### src/rtl/led_pkg.sv
// Shared types and defaults for the LED PWM controller.
package led_pkg;

  typedef enum logic [1:0] {
    OFF     = 2'd0,
    ON      = 2'd1,
    BLINK   = 2'd2,
    BREATHE = 2'd3
  } led_mode_t;

  localparam int NUM_CH_DEF      = 3;
  localparam int PWM_W_DEF       = 8;
  localparam int CLK_DIV_DEF     = 12000;
  localparam int BLINK_TICKS_DEF = 250;
  localparam bit ACTIVE_LOW_DEF  = 1'b1;

  // Width of a channel index; a single channel still needs one bit.
  function automatic int ch_width(input int n);
    return (n > 1) ? $clog2(n) : 1;
  endfunction

endpackage

### src/rtl/led_tick_gen.sv
// Animation prescaler: one-cycle tick every CLK_DIV clk cycles.
module led_tick_gen #(
  parameter int CLK_DIV = 12000
) (
  input  logic clk,
  input  logic rst,
  output logic tick
);

  localparam int CW = $clog2(CLK_DIV);

  logic [CW-1:0] div_cnt;

  assign tick = (div_cnt == CW'(CLK_DIV - 1));

  // Count 0..CLK_DIV-1; tick is decoded from the terminal count.
  // NOTE: state registers use non-blocking (<=) so every flop samples pre-edge values.
  always_ff @(posedge clk or posedge rst) begin
    if (rst) begin
      div_cnt <= '0;
    end else if (tick) begin
      div_cnt <= '0;
    end else begin
      div_cnt <= div_cnt + 1'b1;
    end
  end

endmodule

### src/rtl/led_pwm_ctrl.sv
// Multi-channel LED PWM controller with OFF/ON/BLINK/BREATHE modes.
// Configuration writes are staged in one pending register and applied at
// the PWM period boundary so a channel never changes mid-period.
module led_pwm_ctrl
  import led_pkg::*;
#(
  parameter int NUM_CH      = NUM_CH_DEF,
  parameter int PWM_W       = PWM_W_DEF,
  parameter int CLK_DIV     = CLK_DIV_DEF,
  parameter int BLINK_TICKS = BLINK_TICKS_DEF,
  parameter bit ACTIVE_LOW  = ACTIVE_LOW_DEF
) (
  input  logic                          clk,
  input  logic                          rst,
  input  logic                          cfg_valid,
  output logic                          cfg_ready,
  input  logic [ch_width(NUM_CH)-1:0]   cfg_ch,
  input  logic [1:0]                    cfg_mode,
  input  logic [PWM_W-1:0]              cfg_level,
  output logic [NUM_CH-1:0]             led
);

  localparam int CH_W = ch_width(NUM_CH);
  localparam int BW   = $clog2(BLINK_TICKS + 1);

  logic [PWM_W-1:0] pwm_cnt;
  logic             tick;
  logic             wrap;
  logic             accept;
  logic             apply;

  logic             pend_valid;
  logic [CH_W-1:0]  pend_ch;
  led_mode_t        pend_mode;
  logic [PWM_W-1:0] pend_level;

  logic [BW-1:0]    blink_cnt;
  logic             blink_phase;

  led_mode_t        mode_q   [NUM_CH];
  logic [PWM_W-1:0] level_q  [NUM_CH];
  logic [PWM_W-1:0] bright_q [NUM_CH];
  logic [NUM_CH-1:0] dir_up;
  logic [PWM_W-1:0] duty     [NUM_CH];

  assign wrap   = &pwm_cnt;
  assign accept = cfg_valid & cfg_ready;
  assign apply  = pend_valid & wrap;

  led_tick_gen #(.CLK_DIV(CLK_DIV)) u_tick (
    .clk  (clk),
    .rst  (rst),
    .tick (tick)
  );

  // Free-running PWM period counter shared by all channels.
  always_ff @(posedge clk or posedge rst) begin
    if (rst) pwm_cnt <= '0;
    else     pwm_cnt <= pwm_cnt + 1'b1;
  end

  // Single-entry write buffer; ready drops on accept and returns on apply.
  always_ff @(posedge clk or posedge rst) begin
    if (rst) begin
      pend_valid <= 1'b0;
      pend_ch    <= '0;
      pend_mode  <= OFF;
      pend_level <= '0;
      cfg_ready  <= 1'b0;
    end else begin
      if (apply) pend_valid <= 1'b0;
      if (accept) begin
        pend_valid <= 1'b1;
        pend_ch    <= cfg_ch;
        pend_mode  <= led_mode_t'(cfg_mode);
        pend_level <= cfg_level;
      end
      cfg_ready <= ~(accept | (pend_valid & ~apply));
    end
  end

  // Global blink phase toggles every BLINK_TICKS ticks.
  always_ff @(posedge clk or posedge rst) begin
    if (rst) begin
      blink_cnt   <= '0;
      blink_phase <= 1'b1;
    end else if (tick) begin
      if (blink_cnt == BW'(BLINK_TICKS - 1)) begin
        blink_cnt   <= '0;
        blink_phase <= ~blink_phase;
      end else begin
        blink_cnt <= blink_cnt + 1'b1;
      end
    end
  end

  // Per-channel config and breathe animation; an apply restarts the ramp.
  // NOTE: the channel arrays are reset explicitly because all modes must read OFF out of reset.
  always_ff @(posedge clk or posedge rst) begin
    if (rst) begin
      for (int i = 0; i < NUM_CH; i++) begin
        mode_q[i]   <= OFF;
        level_q[i]  <= '0;
        bright_q[i] <= '0;
        dir_up[i]   <= 1'b1;
      end
    end else begin
      for (int i = 0; i < NUM_CH; i++) begin
        if (apply && pend_ch == CH_W'(i)) begin
          mode_q[i]   <= pend_mode;
          level_q[i]  <= pend_level;
          bright_q[i] <= '0;
          dir_up[i]   <= 1'b1;
        end else if (tick && mode_q[i] == BREATHE) begin
          if (dir_up[i]) begin
            if (bright_q[i] < level_q[i]) begin
              bright_q[i] <= bright_q[i] + 1'b1;
              if (bright_q[i] == level_q[i] - 1'b1) dir_up[i] <= 1'b0;
            end else begin
              dir_up[i] <= 1'b0;
            end
          end else begin
            if (bright_q[i] != '0) bright_q[i] <= bright_q[i] - 1'b1;
            if (bright_q[i] <= PWM_W'(1)) dir_up[i] <= 1'b1;
          end
        end
      end
    end
  end

  // Duty selection by mode.
  // NOTE: duty gets a default before the case so no latch is inferred.
  always_comb begin
    for (int i = 0; i < NUM_CH; i++) begin
      duty[i] = '0;
      case (mode_q[i])
        ON:      duty[i] = level_q[i];
        BLINK:   duty[i] = blink_phase ? level_q[i] : '0;
        BREATHE: duty[i] = bright_q[i];
        default: duty[i] = '0;
      endcase
    end
  end

  // Registered LED drive: lit while pwm_cnt < duty, polarity per ACTIVE_LOW.
  always_ff @(posedge clk or posedge rst) begin
    if (rst) begin
      led <= {NUM_CH{ACTIVE_LOW}};
    end else begin
      for (int i = 0; i < NUM_CH; i++) begin
        led[i] <= (pwm_cnt < duty[i]) ^ ACTIVE_LOW;
      end
    end
  end

endmodule

### config.mk
export PLATFORM = sky130hd
export DESIGN_NAME = led_pwm_ctrl
export DESIGN_NICKNAME = d
export VERILOG_FILES = /design/src/rtl/led_pkg.sv /design/src/rtl/led_tick_gen.sv /design/src/rtl/led_pwm_ctrl.sv
export SDC_FILE = /design/constraint.sdc
export NUM_CORES = 1
export LEC_CHECK = 0
export CAP_MARGIN = 40
export CELL_PAD_IN_SITES_DETAIL_PLACEMENT = 0
export CELL_PAD_IN_SITES_GLOBAL_PLACEMENT = 2
export CORE_ASPECT_RATIO = 0.7
export CORE_MARGIN = 10
export CORE_UTILIZATION = 40
export DETAILED_ROUTE_END_ITERATION = 6
export GPL_ROUTABILITY_DRIVEN = 0
export PLACE_DENSITY = 0.85
export SETUP_SLACK_MARGIN = 0.02
export SLEW_MARGIN = 20
export SYNTH_ARGS = -nofsm -noshare
export SYNTH_HDL_FRONTEND = slang
export SYNTH_SLANG_ARGS = --single-unit
### constraint.sdc
create_clock -name clk -period 4.5 [get_ports clk]
set_input_delay 0.9 -clock clk [delete_from_list [all_inputs] [get_ports clk]]
set_output_delay 0.9 -clock clk [all_outputs]
set_load 0.05 [all_outputs]
* Yosys cells after proc, flatten, opt, wreduce, memory -nomap -nowiden *
Index checks and enable logic that the tools add are counted.

storage, ports and cells
  flip-flop bits (word level) = 105
  bits in latches = 0
  bits in writable memories = 0
  memory bits (read-only) = 0
  output and inout port bits = 4
  logic and storage cells = 137
  memories = 0

cells by class
  add/sub/neg operators = 12
  $mul = 0
  div/mod/pow operators = 0
  order comparisons = 9
  eq/ne operators = 19
  shifts and indexed selects = 0
  mux-type cells = 43
  bitwise operators = 10
  reduce and logical (&&, ||, !) cells = 22

operators with widths
  operator                 number
  $mux W8                  19
  $pmux W8 S3              3
  $lt A8 B8 Y1             6
  $sub A8 B1 Y8 const B    6
  $add A8 B1 Y8 const B    5
  $eq A8 B8 Y1             3
  $le A8 B1 Y1 const B     3
  $reduce_bool A8 Y1       3
  $mux W1                  20
  $add A14 B1 Y14 const B  1
  $eq A14 B14 Y1 const B   1
  $eq A2 B2 Y1 const B     7
  $mux W14                 1
  $ne A3 B1 Y1 const B     3
  $reduce_and A3 Y1        3
  $reduce_bool A3 Y1       3
  $eq A2 B1 Y1 const B     4
  $eq A8 B8 Y1 const B     1
  $reduce_and A8 Y1        1
  $reduce_bool A2 Y1       4
  $logic_and A1 B1 Y1      6
  $not A1 Y1               6
  $and A1 B1 Y1            3
  $logic_not A2 Y1         1
  2 further kinds          2

* Longest topological paths before layout *
Gate-level depths: netlist of run 1.

  depth in word-level cells = 7
  depth in mapped cells = 11
  mapped depth without buffers = 9

* Hierarchy *
From an unflattened synthesis of run 1, not the netlist that was laid out.

second synthesis, totals
  cells, all modules = 820
  area, all modules = 7302.0 sq um

modules (own cells, without submodules)
  module        instances  cells an instance  area each (sq um)  seq. area each (sq um)
  led_pwm_ctrl  1          754                6600.1             2285.9
  led_tick_gen  1          66                 701.9              350.3

* Least setup slack after synthesis of run 1 *
No wires, ideal clock.

  path kind = register to register
  from = register u_tick.div_cnt[0]
  to = register bright_q[19] (netlist bit)
  setup time = 139 ps
  arrival = 2048 ps
  path slack = 2313 ps
  cell stages (with the launch flop) = 9
  buffers on the path = 0
  period minus slack after synthesis = 2187 ps
  cells stage by stage = dfrtp_1 ha_1 nand4_2 nor4_2 nand3_1 nor4_4 nand2_1 xor2_1 nor2_1

on the way
  cells in the longest elaborated chain, start to end = 4

ends and longest elaborated chain
  what                                 line                 source
  start, declared                      led_tick_gen.sv:12   logic [CW-1:0] div_cnt;
  start signal, assigned               led_tick_gen.sv:24   div_cnt <= div_cnt + 1'b1;
  $eq A14 B14 Y1                       led_tick_gen.sv:14   assign tick = (div_cnt == CW'(CLK_DIV - 1));
  $logic_and A1 B1 Y1                  led_pwm_ctrl.sv:114  end else if (tick && mode_q[i] == BREATHE) begin
  $reduce_bool A2 Y1 (no source line)  -
  $reduce_and A3 Y1 (no source line)   -
  end signal, assigned by index        led_pwm_ctrl.sv:117  bright_q[i] <= bright_q[i] + 1'b1;
  end, declared                        led_pwm_ctrl.sv:42   logic [PWM_W-1:0] bright_q [NUM_CH];

No other way between the ends.
A chain may end at the register's enable or synchronous reset.

* Worst setup path after layout of run 1 *
  from = register u_tick.div_cnt[0]
  to = register bright_q[18] (netlist bit)

The elaborated chain is that of the path after synthesis.

==> run summary, run 1 <==
Status: completed
Total power: 0.00178 W
Fillers: 1671
Largest net degree at the start of global routing: 39
CTS Buf Count: 9
Starting density of the core: 0.413
Sum Neg Setup Slack: 0 ps
Synth Area in XOR/XNOR: 0.0742
Initial antenna violation count: 0
Skew-Pair Late Insertion Delay: 360 ps
Syn Std Cell Area: 0.00720 mm2
Total gr overflow: 0
Tmin final: 2720 ps
Area of the multi-input gates: 0.00425 mm2
Initial DRC Count: 492
Global router's overall resource usage: 0.152
Hold buffer count at CTS: 0
Post-Synth Adder-Cell Area: 0.111
Post-DRT Antenna Nets: 0
# setup viols final: 0
Routed metal-1 wire length: 9610 um
Layout Skew: 9.65 ps
Post-synth EDFFs: 0
Simple-gate portion of the synthesized area: 0.204
# IOs: 19
Peak Freq: 0.368 GHz
Compound-Gate Fraction of Synth Area: 0.160
Max cap viols: 0
RSZ-0062 raised after global routing: no
Synthesis-stage register bit count: 105
Synth area leader: dfrtp_1
Reg2Reg Depth: 8
Area Growth Syn to Fin: 9.59%
Clock tree buffer depth: 2
Placed standard-cell area: 0.00758 mm2
Core Area: 0.0174 mm2
Vias per cell: 5.55
DR top layer: met4
Hpwl dp: 13400 um
Leak: 3.41 nW
Most common cell after layout, fill and taps aside: nand2_1
Worst-Margin Slew: 776 ps
Final Max Tran Viols: 0
First-pass GRT wire length: 30200 um
Power per Cell Area: 226 mW/mm2
Sequential cell area: 0.00264 mm2
CP Launch Type: flop
Synth area leaders: dfrtp_1 34%, ha_1 11%, nand2_1 5.2%
Wire per inst: 17.4 um
Clk sink count: 105
Main combinational cell family by area after synthesis: simple AND/OR/NAND/NOR gates
CTS Root Cell: clkbuf_16
Crit path capture type: flop
Post-synth top flop: dfrtp_1
Cell area after layout: 0.00789 mm2
Cells after Synth: 810
Crit path max fanout: 9
Tcrit/Tclk final: 0.604
# resized after CTS: 0
Layout cells sized above 1: 0.0927
ANT cells: 0
Core Rows: 40
Routed met2 length: 7630 um
# port buffers: 18
Multiplexer share of the synthesized area: 0.0382
Syn nets: 889
Synth Area per Inst: 8.89 um2
Hold path depth: 1
YS warnings: 0
Post-synthesis sequential area ratio: 0.366
Crit path kind: reg2reg
Vias in the first global route: 5511
Arr. time, crit path: 2950 ps
Met3 WL: 667 um
DIE AREA: 0.0239 mm2
Critical Path RT: 4730 ps
Die Ht: 132 um
Hold Crit Class: reg2reg
DR vias: 5768
Most frequent cells in the layout: 99 x nand2_1, 98 x dfrtp_1, 65 x nor2_1
Pre-antenna DRT Iters: 5
Synth unique cells: 64
Worst-path clk slew: 80 ps
H-tree level count: 3
Final Hold Vio Count: 0
Final WL: 18100 um
Chip Width: 180 um
Yosys top cell area share: 0.341
Nets: 883
VDD IR-drop max: 187 uV
Post-CTS Setup Bufs: 0
CTS tree: done
Asr flop ratio synth: 1.00
DR DRC count: 0
Worst slew margin: 0.479
==> Yosys cell counts, types with 7 or more instances <==
cell type,n
ha_1,64
or3_1,7
a21oi_1,48
a22oi_1,9
dfstp_2,7
inv_1,40
a22o_1,19
nor2b_1,7
xor2_1,25
mux2_2,20
a21o_1,8
xnor2_1,36
dfrtp_1,98
clkbuf_1,32
o21ai_0,54
nand2_1,99
o211ai_1,11
nand4_1,17
nand3_1,31
nor2_1,65
nor3_1,16
==> power by group <==
| group | internal (W) | total (W) | switching, W |
|---|---|---|---|
| registers | 0.000943 | 0.000943 | 0 |
| logic | 0.0000137 | 0.0000347 | 0.0000210 |
| clock network | 0.000416 | 0.000806 | 0.000390 |
==> worst paths after layout <==
kind | from | to | slack (ps)
setup / recovery | u_tick.div_cnt[0] | bright_q[18] | 1780
hold / removal | blink_cnt[7] | blink_cnt[7] | 510
setup reg to reg | u_tick.div_cnt[0] | bright_q[18] | 1780
hold reg to reg | blink_cnt[7] | blink_cnt[7] | 510
max in group asynchronous | rst | dir_up[2] | 2860
min in group asynchronous | rst | pend_level[2] | 920
==> layer usage <==
metal,vias up,track usage
met5,-,0
met2,104,0.214
met3,16,0.0266
met4,0,0.0350
met1,2783,0.231
li1,2865,-
==> sequential cells by signal (all words and copies together), names as in the netlist, 3 cells and up <==
| register | cells |
|---|---|
| blink_cnt | 8 |
| bright_q | 24 |
| dir_up | 3 |
| led | 3 |
| level_q | 24 |
| mode_q | 6 |
| pend_level | 8 |
| pwm_cnt | 8 |
| u_tick.div_cnt | 14 |
==> worst max-delay path, cell delays in order, from the launching register on <==
cell and delay, ps:
dfrtp_1 400, ha_1 270, nand4_2 190, nor4_2 560
nand3_1 210, nor4_4 610, nand2_1 160, nand3b_1 110
o21ai_0 90
==> cell families after synthesis <==
| group | Yosys count |
|---|---|
| compound gates | 179 |
| xor+xnor | 61 |
| fa+ha+maj | 64 |
| buf+inv | 84 |
| flops | 105 |
| mux | 25 |
| simple gates | 292 |
==> layout make-up <==
cell class                      count  share of cell area
Sequential cell                   105               0.334
Clock buffer                       11              0.0320
Multi-Input combinational cell    621               0.539
Clock inverter                      5             0.00539
Timing Repair Buffer               27              0.0336
Tap cell                          231              0.0366
Inverter                           40              0.0193
==> per-stage QoR <==
step                      cells  setup WS, ps   util  hold slack, ps
after global placement     1020          1820  0.433             466
after CTS                  1038          1740  0.452             500
final                      1040          1780  0.453             509
after global routing       1040          1550  0.453             529
after floorplan             810           851      -             450
after detailed placement   1022          1750  0.435             491
Note: power is estimated with default switching activity, not from simulation.
==> inputs of run 2 (changes only) <==
==> constraint.sdc (replaced) <==
create_clock -name clk -period 2.6 [get_ports clk]
set_input_delay 0.52 -clock clk [delete_from_list [all_inputs] [get_ports clk]]
set_output_delay 0.52 -clock clk [all_outputs]
set_load 0.05 [all_outputs]
==> run summary, run 2 (synthesis results as in run 1) <==
Arr. time, crit path: 2760 ps (-190 ps)
Peak Freq: 0.406 GHz (+10%)
CTS Root Cell: clkbuf_16
Core Rows: 40 (unchanged)
CTS tree: done
Status: completed
Worst slew margin: 0.584 (+0.105)
Crit path kind: reg2reg
Final Max Tran Viols: 0 (unchanged)
Area Growth Syn to Fin: 13.2%
Final Hold Vio Count: 0 (unchanged)
Tmin final: 2460 ps (-256 ps)
Initial antenna violation count: 0 (unchanged)
Vias in the first global route: 5733 (+4.0%)
Final hold slack: 500 ps (-8.78 ps)
First-pass GRT wire length: 30600 um (+1.3%)
H-tree level count: 3 (unchanged)
Vias per cell: 5.47 (-1.4%)
Crit path capture type: flop
CTS Buf Count: 9 (unchanged)
Starting density of the core: 0.413 (unchanged)
Wire per inst: 17.1 um (-2.1%)
Layout cells sized above 1: 0.125 (+0.0327)
Fillers: 1683 (+0.72%)
Die Ht: 132 um (unchanged)
Chip Width: 180 um (unchanged)
Core Area: 0.0174 mm2 (unchanged)
VDD IR-drop max: 302 uV (+61%)
# setup viols final: 0 (unchanged)
Clock tree buffer depth: 2 (unchanged)
Total gr overflow: 0 (unchanged)
DR DRC count: 0 (unchanged)
Tcrit/Tclk final: 0.946 (+0.343)
Crit path max fanout: 12 (+3)
Hpwl dp: 13400 um (+0.31%)
Nets: 911 (+3.2%)
DR vias: 5841 (+1.3%)
Layout Skew: 12.0 ps (+2.40 ps)
Sum Neg Setup Slack: 0 ps (unchanged)
Hold buffer count at CTS: 0 (unchanged)
ANT cells: 0 (unchanged)
Initial DRC Count: 417 (-15%)
Sequential cell area: 0.00264 mm2 (unchanged)
Most common cell after layout, fill and taps aside: nand2_1
CP Launch Type: flop
Worst-Margin Slew: 625 ps (-151 ps)
Critical Path RT: 2900 ps (-1830 ps)
Largest net degree at the start of global routing: 106 (+170%)
Skew-Pair Late Insertion Delay: 370 ps (about the same)
Max cap viols: 0 (unchanged)
RSZ-0062 raised after global routing: no
Power per Cell Area: 397 mW/mm2 (+76%)
DIE AREA: 0.0239 mm2 (unchanged)
Hold Crit Class: reg2reg
# IOs: 19 (unchanged)
Area of the multi-input gates: 0.00426 mm2 (+0.18%)
Leak: 3.57 nW (+4.8%)
Global router's overall resource usage: 0.154 (+0.00235)
Pre-antenna DRT Iters: 5 (unchanged)
Clk sink count: 105 (unchanged)
Regs by FF count: bright_q (24), level_q (24), u_tick.div_cnt (14)
Worst-path clk slew: 80 ps (about the same)
# port buffers: 18 (unchanged)
Post-DRT Antenna Nets: 0 (unchanged)
Final WL: 18200 um (+0.53%)
Most frequent cells in the layout: 99 x nand2_1, 98 x dfrtp_1, 65 x nor2_1
==> run 2: cell count changes in the layout (fill, tap and decap cells not counted), sizes merged <==
cell      before  now
buf            9   37
bufinv         0    2
clkbuf        11    9
clkinvlp       0    2
inv           44   42
==> run 2: critical path: stages (launching register included) <==
cell and delay (ps):
dfrtp_1 450, or4b_4 580, nor4_4 270, buf_4 200
nand3_2 110, nand3b_4 280, or3_1 380, a21oi_1 140
==> run 2: path summary, 6_finish.rpt <==
path | cells past startpoint | to | start | slack [ps]
setup / recovery | 7 | bright_q[12] | u_tick.div_cnt[5] | 140
min in group asynchronous | 3 | pend_level[3] | rst | 610
max in group asynchronous | 3 | bright_q[6] | rst | 1470
hold / removal | 1 | blink_cnt[7] | blink_cnt[7] | 500
hold reg to reg | 1 | blink_cnt[7] | blink_cnt[7] | 500
setup reg to reg | 7 | bright_q[12] | u_tick.div_cnt[5] | 140
==> run 2: metal layers <==
metal | vias up | global-route usage | share of wire | wire [um]
li1 | 2920 | - | - | -
met1 | 2812 | 0.226 | 0.52 | 9500
met2 | 97 | 0.226 | 0.43 | 7780
met3 | 12 | 0.0321 | 0.043 | 787
met4 | 0 | 0.0318 | 0.0078 | 142
met5 | - | 0 | 0 | 0
==> run 2: power breakdown <==
part,switching [W],internal (W)
Clock,0.000686,0.000858
Combinational,0.0000353,0.0000217
Sequential,0,0.00163
==> run 2: stage by stage <==
stage                     std cells  utilization  area [um2]  power [W]  worst slack (ps)
after floorplan                 810            -        7200    0.00169               413
after global placement         1050        0.447        7790    0.00172               155
after detailed placement       1050        0.447        7790    0.00172               112
after CTS                      1066        0.466        8120    0.00327              98.0
after global routing           1068        0.468        8150    0.00335              7.28
final                          1068        0.468        8150    0.00323               139
==> run 2: timing repair <==
| action | in CTS | in global routing |
|---|---|---|
| gates resized for setup | 0 | 3 |
| buffers inserted | 0 | 2 |
| endpoints found under the setup margin | 0 | 6 |
==> run 2: area by class of cell <==
class / instances / area share
Clock buffer: 9 / 0.0276
Timing Repair Buffer: 55 / 0.0593
Tap cell: 231 / 0.0355
Inverter: 40 / 0.0189
Multi-Input combinational cell: 621 / 0.523
Sequential cell: 105 / 0.324
Clock inverter: 7 / 0.0124
==> RTL edit (settings of run 1) <==
Change the package constant `BLINK_TICKS_DEF` from 250 to 500.
--- a/src/rtl/led_pkg.sv
+++ b/src/rtl/led_pkg.sv
@@ -13,3 +13,3 @@
   localparam int CLK_DIV_DEF     = 12000;
-  localparam int BLINK_TICKS_DEF = 250;
+  localparam int BLINK_TICKS_DEF = 500;
   localparam bit ACTIVE_LOW_DEF  = 1'b1;
Formal check against the unedited RTL: same outputs for any inputs over 10 cycles, from zero or initial values and one cycle with rst high; that may be too few to reach the edited logic, so the function may still have changed.
==> RTL edit against run 1 <==
- clock skew is 3.8 ps higher
- first-iteration DRC count is 12% lower
- wire length is 2.0% higher
- sequential cell count is 1 higher
- worst setup slack better by 47 ps
- synthesized area is 1.5% higher
- via count is 2.8% higher
- count of clock-buffer cells in the layout is 1 lower
- cell area is 1.2% higher
- critical endpoint is now bright_q[11]
- highest routed layer unchanged
Power is not compared: it rests on default switching activity, and its combinational part moved more than twofold at a synthesized area within 25%.
==> RTL edit: results (changes against run 1) <==
Routed wl met3: 917 um (was 667 um)
Hold Crit Start: u_tick.div_cnt[4] (was blink_cnt[7])
Pin count of the biggest net entering global routing: 43 (was 39)
Global routing usage on met3: 3.355% (was 2.660%)
Inverters: 44 (was 40)
# clock sinks: 106 (was 105)
1st-iter DRT viols: 431 (was 492)
Reg2reg end: bright_q[11] (was bright_q[18])
Main synth FF type: dfrtp_1 (unchanged)
Seq/Total Area, Yosys: 36.40% (was 36.62%)
Global routing met1 resource utilization: 22.63% (was 23.09%)
Synth unique cells: 63 (was 64)
Clock tree cell share of total cell area: 3.557% (was 3.742%)
Top cells by count, synth: dfrtp_1, nand2_1, ha_1, inv_1, o21ai_0 (was nand2_1, dfrtp_1, nor2_1, ha_1, o21ai_0)
Signal buffers: 26 (was 27)
Post-synthesis compound-gate area fraction: 18.33% (was 16.01%)
# clk buffers: 10 (was 11)
Number of global-route vias before repair: 5548 (was 5511)
Layout cells sized above 1: 7.625% (was 9.271%)
Nets: 873 (was 883)
Initial antenna violation count: 0 (unchanged)
Clk_skew: 13.41 ps (was 9.651 ps)
Buffers on Ports: 18 (unchanged)
WHS Endpoint: u_tick.div_cnt[4] (was blink_cnt[7])
Slowest stage delay, CP: 520 ps (was 610 ps)
M1 WL: 9.673 mm (was 9.607 mm)
R2R setup slack: 1830 ps (was 1780 ps)
Xor and xnor area share after synthesis: 6.589% (was 7.421%)
Non-clock buffer share of cell area: 3.416% (was 3.362%)
Syn Nets: 884 (was 889)
Multi-input gate share of total cell area: 53.90% (was 53.89%)
Crit-path max FO: 15 (was 9)
Dominant cells by area after synthesis: dfrtp_1, ha_1, nand2_1 (unchanged)
All-Layer GR Usage: 15.23% (was 15.19%)
Status: finished clean (unchanged)
Post-synthesis mux area share: 3.748% (was 3.823%)
Max Buffers Root-to-Sink: 2 (unchanged)
Worst slew margin: 51.93% (was 47.88%)
Met2 Usage GRT: 21.78% (was 21.42%)
Global-route wire length before repair: 30.30 mm (was 30.20 mm)
Routed len/inst: 17.83 um (was 17.42 um)
Max stage delay cell, worst path: or4_1 (was nor4_4)
Static leakage: 3.475 nW
Sequential share of cell area: 33.33% (was 33.41%)
Adder-cell share of the synthesized area: 10.78% (was 11.12%)
Dpl hpwl: 13.75 mm (was 13.40 mm)
Fillers: 1713 (was 1671)
DR WL met2: 7.733 mm (was 7.625 mm)
Multi-input gate count: 608 (was 621)
## RTL edit: metrics by stage
step | setup slack (ps) | power (mW) | hold slack [ps] | cell area [um^2] | std cells
2_1_floorplan | 822.7 | 1.101 | 454.7 | 7311 | 806
3_3_place_gp | 1895 | 1.172 | 482.6 | 7659 | 1017
3_5_place_dp | 1823 | 1.179 | 490.8 | 7686 | 1019
4_1_cts | 1798 | 1.979 | 505.2 | 7970 | 1035
5_1_grt | 1578 | 2.019 | 537.5 | 7985 | 1036
6_report | 1831 | 1.949 | 503.3 | 7985 | 1036
## RTL edit: worst max path at each step
stage / to / from / depth (start not counted)
after CTS: bright_q[13] / u_tick.div_cnt[0] / 8
after detailed placement: bright_q[1] / u_tick.div_cnt[12] / 6
final: bright_q[11] / u_tick.div_cnt[0] / 8
after floorplan: blink_cnt[0] / rst / 1
after global routing: bright_q[11] / u_tick.div_cnt[0] / 8
after global placement: bright_q[1] / u_tick.div_cnt[12] / 6
